<file path="src/rtl/picobus_arb2.sv">
// Two-requester round-robin arbiter/sequencer for the PicoBus register slaves.
// Optional grant/conflict counters are enabled with `define PICOBUS_ARB_STATS_EN.
module picobus_arb2 #(
  parameter int unsigned RD_LATENCY = 1
) (
  input  logic        PicoClk,
  input  logic        PicoRst,
  input  logic        Req0,
  input  logic        Wr0,
  input  logic [31:0] Addr0,
  input  logic [31:0] WrData0,
  output logic        Gnt0,
  output logic        RdValid0,
  output logic [31:0] RdData0,
  input  logic        Req1,
  input  logic        Wr1,
  input  logic [31:0] Addr1,
  input  logic [31:0] WrData1,
  output logic        Gnt1,
  output logic        RdValid1,
  output logic [31:0] RdData1,
  output logic [31:0] PicoAddr,
  output logic [31:0] PicoDataIn,
  output logic        PicoRd,
  output logic        PicoWr,
`ifdef PICOBUS_ARB_STATS_EN
  output logic [15:0] GntCnt0,
  output logic [15:0] GntCnt1,
  output logic [15:0] ConflictCnt,
`endif
  input  logic [31:0] PicoDataOut
);

  typedef enum logic [1:0] {StIdle, StIssue, StWait, StDone} state_e;

  localparam logic [1:0] CntInit = 2'(RD_LATENCY - 1);

  state_e     r_state;
  logic       r_owner;
  logic       r_last;
  logic [1:0] r_cnt;

  logic        w_win;
  logic        w_wr;
  logic [31:0] w_addr;
  logic [31:0] w_data;

  // On a tie the requester not granted last wins; r_last resets to 1 so requester 0 wins first.
  always_comb begin
    w_win = 1'b0;
    if (Req0 && Req1) begin
      w_win = ~r_last;
    end else begin
      w_win = Req1;
    end
    w_wr   = w_win ? Wr1 : Wr0;
    w_addr = w_win ? Addr1 : Addr0;
    w_data = w_win ? WrData1 : WrData0;
  end

  always_ff @(posedge PicoClk) begin
    if (PicoRst) begin
      r_state    <= StIdle;
      r_owner    <= 1'b0;
      r_last     <= 1'b1;
      r_cnt      <= 2'd0;
      Gnt0       <= 1'b0;
      Gnt1       <= 1'b0;
      RdValid0   <= 1'b0;
      RdValid1   <= 1'b0;
      RdData0    <= 32'h0;
      RdData1    <= 32'h0;
      PicoAddr   <= 32'h0;
      PicoDataIn <= 32'h0;
      PicoRd     <= 1'b0;
      PicoWr     <= 1'b0;
    end else begin
      Gnt0     <= 1'b0;
      Gnt1     <= 1'b0;
      PicoRd   <= 1'b0;
      PicoWr   <= 1'b0;
      RdValid0 <= 1'b0;
      RdValid1 <= 1'b0;
      case (r_state)
        StIdle: begin
          if (Req0 || Req1) begin
            r_owner    <= w_win;
            PicoAddr   <= w_addr;
            PicoDataIn <= w_data;
            PicoWr     <= w_wr;
            PicoRd     <= ~w_wr;
            Gnt0       <= ~w_win;
            Gnt1       <= w_win;
            r_state    <= StIssue;
          end
        end
        StIssue: begin
          r_last  <= r_owner;
          r_cnt   <= CntInit;
          r_state <= PicoWr ? StIdle : StWait;
        end
        StWait: begin
          if (r_cnt == 2'd0) begin
            if (r_owner) begin
              RdData1  <= PicoDataOut;
              RdValid1 <= 1'b1;
            end else begin
              RdData0  <= PicoDataOut;
              RdValid0 <= 1'b1;
            end
            r_state <= StDone;
          end else begin
            r_cnt <= r_cnt - 2'd1;
          end
        end
        StDone:  r_state <= StIdle;
        default: r_state <= StIdle;
      endcase
    end
  end

`ifdef PICOBUS_ARB_STATS_EN
  logic w_decide;
  assign w_decide = (r_state == StIdle) && (Req0 || Req1);

  always_ff @(posedge PicoClk) begin
    if (PicoRst) begin
      GntCnt0     <= 16'h0;
      GntCnt1     <= 16'h0;
      ConflictCnt <= 16'h0;
    end else begin
      if (w_decide && !w_win && (GntCnt0 != 16'hFFFF)) begin
        GntCnt0 <= GntCnt0 + 16'd1;
      end
      if (w_decide && w_win && (GntCnt1 != 16'hFFFF)) begin
        GntCnt1 <= GntCnt1 + 16'd1;
      end
      if (w_decide && Req0 && Req1 && (ConflictCnt != 16'hFFFF)) begin
        ConflictCnt <= ConflictCnt + 16'd1;
      end
    end
  end
`endif

endmodule

</file>
<file path="config.mk">
export PLATFORM = sky130hd
export DESIGN_NAME = picobus_arb2
export DESIGN_NICKNAME = d
export VERILOG_FILES = /design/src/rtl/picobus_arb2.sv
export SDC_FILE = /design/constraint.sdc
export NUM_CORES = 1
export LEC_CHECK = 0
export CAP_MARGIN = 10
export CORE_MARGIN = 2
export CORE_UTILIZATION = 28
export DETAILED_ROUTE_END_ITERATION = 10
export PLACE_DENSITY = 0.62
export SYNTH_ARGS = -nofsm -noshare
export SYNTH_HDL_FRONTEND = slang
export SYNTH_SLANG_ARGS = --single-unit
</file>
<file path="constraint.sdc">
create_clock -name PicoClk -period 2.1 [get_ports PicoClk]
set_clock_uncertainty 0.15 [all_clocks]
set_input_delay 0.63 -clock PicoClk [delete_from_list [all_inputs] [get_ports PicoClk]]
set_output_delay 0.63 -clock PicoClk [all_outputs]
set_load 0.005 [all_outputs]
</file>
Word-level counts from Yosys, hierarchy flattened
Index checks and enable logic that the tools add are counted.

Mux-type cells: 12. Shift operators: 0. $add $sub $neg: 1. Reductions and logical operators: 12. $mul: 0. Eq/ne operators: 6. Order comparisons: 0. Div/mod/pow operators: 0. Bitwise logic cells: 8.

Operator list (number): 2-to-1 mux 32 bit (2); 2-to-1 mux 2 bit (4); inverter 1 bit (8); case mux 2 bit (4 select lines) (1); != test 2 bit, second input constant (3); AND reduction 2 bit (3); AND reduction 3 bit (2); OR reduction 3 bit (2); equality test 2 bit, second input constant (2); zero test 2 bit (2); 2-to-1 mux 1 bit (4); case mux 2 bit (2 select lines) (1); equality test 2 x 1 -> 1 bit, second input constant (1); nonzero test 2 bit (1); subtractor 2 x 1 -> 2 bit, second input constant (1); logical AND 1 bit (1); logical OR 1 bit (1).

Register bits after elaboration: 140. Memories: 0. Memory bits (writable): 0. Input port bits: 166. Latch bits: 0. ROM bits: 0. Output and inout port bits: 134. Logic and storage cells: 53.

Logic depth before layout (Yosys ltp)
Depth in word-level cells: 4. Gate-level depth with buffers: 8. Depth with buffers taken out: 5.

Worst setup path before layout
OpenSTA, ideal clock, no wires.

Path type: input to register. Start: in Req1. End: reg PicoAddr[14]. Arrival time: 1490 ps. Stages on the path: 6. Setup time: 147 ps. Required time: 1803 ps. Buffers on the path: 3. Slack: 314 ps. Cell sequence: or2_1 -> buf_2 -> buf_4 -> buf_2 -> a21oi_1 -> a311oi_2.

Longest elaborated chain between the ends: 3. Elaborated cells on any way between the ends: 5. Classes of those cells: 2 x mux; 3 x reduce/logical.

Ends and longest elaborated chain: start: declaration (line 15) `input logic Req1,`; logical AND 1 bit (line 51) `if (Req0 && Req1) begin`; 2-to-1 mux 1 bit (line 51); 2-to-1 mux 32 bit (line 57) `w_addr = w_win ? Addr1 : Addr0;`; end signal: assignment (line 88) `PicoAddr <= w_addr;`; end: declaration (line 22) `output logic [31:0] PicoAddr,`.

Several ways; a longest one is shown, not always the timed one. A chain may end at the register's enable or synchronous reset.

Final worst setup path
Start: reg PicoAddr[1]. End: out PicoAddr[1].

No word-level cell between the ends.

==> impl_metrics.toml <==
[outcome]
status = "complete, no violations"

[global_routing]
grt_start_max_net_pins = 59
overflow = 0
grt_pass1_wl_mm = 31.0
grt_util_all_layers_pct = 17.6
antenna_found_initial = 0
grt_pass1_vias = 5850

[layout]
fin_area_um2 = 10100
layout_commonest_cell = "clkdlybuf4s50_1"
final_cell_mix = "clkdlybuf4s50_1 (276), nand2_1 (259), dfxtp_1 (140)"
area_growth_pct = 68.2
drive_above_1_share_pct = 13.2
layout.nets = 1149
num_antenna_cells = 0

[logic_synthesis]
syn_inst = 699
synth_area_leaders = "dfxtp_1 (47%), nand2_1 (16%), a311oi_2 (15%), a21oi_1 (11%), clkbuf_1 (1.9%)"
ys_seq_area_share_pct = 46.8
avgSynthCellArea_um2 = 8.56
yosys.area.top_type = "dfxtp_1"
synth_top_area_share_pct = 46.8
syn_area_um2 = 5990
synth-seq-cells = 140
synth_fp_nets = 866
ys_types = 30
ys_warn_count = 0

[worst_setup_path]
crit_start = "PicoAddr[1]"
cp-start-kind = "flop"
max_stage_delay_ps = 530
path_max_fanout = 2
cp_num_buf_inv = 1
worstSetupPathType = "reg -> out"
critPathCapture = "PicoAddr[1]"
worst_ep_required_time_ps = 1320
slowest_stage = "clkdlybuf4s50_1"
timing.rr.end = "RdData0[1]"
reg2reg_slack_ps = 330
end_kind = "primary output"
reg2reg_from = "r_cnt[0]"
path_depth = 1
crit_path_cell_trace = "clkdlybuf4s50_1"
reg2reg_depth = 6
path_delay_family = "buffers and inverters"
critPathArrivalTime_ps = 1280

[route]
avgRoutedWirePerCell_um = 16.1
drc_errors = 0
dr.pass1.iters = 4
vias = 5979
initialDrtViolationCount = 209
via_per_inst = 4.71
totalWireLength_mm = 20.5
detail-route-antenna-nets = 0

[job]
max_cap_viol_count = 0

[clock_tree]
clk-insertion-delay-late_ps = 400
cts_inserted_buffers = 17
htree_levels = 4
clk_pin_slew_worst_paths_ps = 60
cts_tree = "yes"
clock_path_buffers = 2
cts-root-buf = "clkbuf_16"
cts_sinks = 140

[place]
preCtsSetupSlack_ps = -313
placed_cell_area_um2 = 9400
detailed_place_hpwl_mm = 14.4
routabilityCongestion = 0.793
io_buffers = 299

[timing]
setup_slack_ps = 39.7
fmax_mhz = 485
min_period_ps = 2060
rsz0062_at_grt = "false"
setup_viol = 0
timing.hold.ws_ps = 303
worst_pin_slew_ps = 517
finalMaxSlewViolations = 0
fin_crit_sh_pct = 98.1
setup_tns_ps = 0
hold_viol = 0
max_slew_margin_pct = 65.6

[die]
die_h_um = 150
num_rows = 53
ioPinCount = 300
start_util_pct = 28.5
core_um2 = 21000
die_w_um = 150
dieArea_um2 = 22600

[min_path]
hold_path.class = "reg -> reg"

[power]
irDropWorstVdd_uv = 455
power.total_w = 0.00803
p_leak_nw = 3.83
pwr_density_cell_nw_per_um2 = 798
## registers in the layout, summed over array words and instances, names as in the netlist, named ones only
register and cells:
PicoWr 1, r_owner 1, RdValid1 1, r_state 1, RdData1 32, r_last 1, Gnt1 1, PicoDataIn 32
RdData0 32, PicoRd 1, PicoAddr 32, r_cnt 2, RdValid0 1, Gnt0 1
## area by class of cell
type,count,area (um^2)
flip-flops and latches,140,2800
inverters,3,11.3
well taps,275,344
clock buffers,20,447
clock inverters,11,191
multi-input cells,486,2830
repair buffers,334,3440
fillers,1986,11000
## layer usage
layer / part of all wire [%] / vias up / GRT usage [%]
met4: 1.4 / 0 / 5.94
met2: 47 / 238 / 28.8
met3: 10 / 16 / 7.03
li1: - / 2974 / -
met5: 0 / - / 0
met1: 42 / 2751 / 21.0
## cell families after synthesis
logic type	count (synthesis)	share of synthesized area (%)
flip-flops	140	46.8
AND/OR/NAND/NOR	280	18.7
adder cells (fa/ha/maj)	1	0.209
multiplexers	2	0.334
AO/OA/AOI/OAI	203	27.7
buffers and inverters	73	6.31
## per-stage QoR
step	util (%)	std cells
after global placement	44.7	1238
after CTS	47.7	1269
after detailed placement	44.7	1238
after global routing	47.9	1269
after floorplan	-	699
final	47.9	1269
## power by group
| group | total, W | switching (W) | internal (W) |
|---|---|---|---|
| clock | 0.00328 | 0.00115 | 0.00214 |
| sequential | 0.00300 | 0.000131 | 0.00287 |
| combinational | 0.00175 | 0.000768 | 0.000980 |
## how the worst min path moves through the flow
| stage | from | endpoint | cells past startpoint |
|---|---|---|---|
| floorplan | r_cnt[1] | r_cnt[1] | 2 |
| global placement | RdData1[30] | RdData1[30] | 2 |
| detailed placement | RdData0[7] | RdData0[7] | 2 |
| CTS | RdData0[17] | RdData0[17] | 2 |
| global route | RdData0[23] | RdData0[23] | 2 |
| finish | RdData0[0] | RdData0[0] | 2 |
## repair_timing
item | CTS | global route
setup buffers | 0 | 0
hold buffers | 0 | 0
gates resized for setup | 5 | 17
cloned | 0 | 0
endpoints found under the setup margin | 5 | 17
hold endpoints to repair | 0 | 0
## synth_stat cells, drive strengths merged
library cell and n:
mux2i 2, o21a 1, nand4b 1, buf 39
nor3 4, and2 1, clkbuf 31, nand4bb 1
nand2 259, a21oi 132, nor3b 1, nor4bb 1
a22oi 2, and4b 1, nor2 6, ha 1
a311oi 64, or2 1, dfxtp 140, inv 3
nand3 1, a21bo 2, a21boi 1, a211o 1
nor2b 3
No activity file was read; power rests on OpenSTA's default activity.
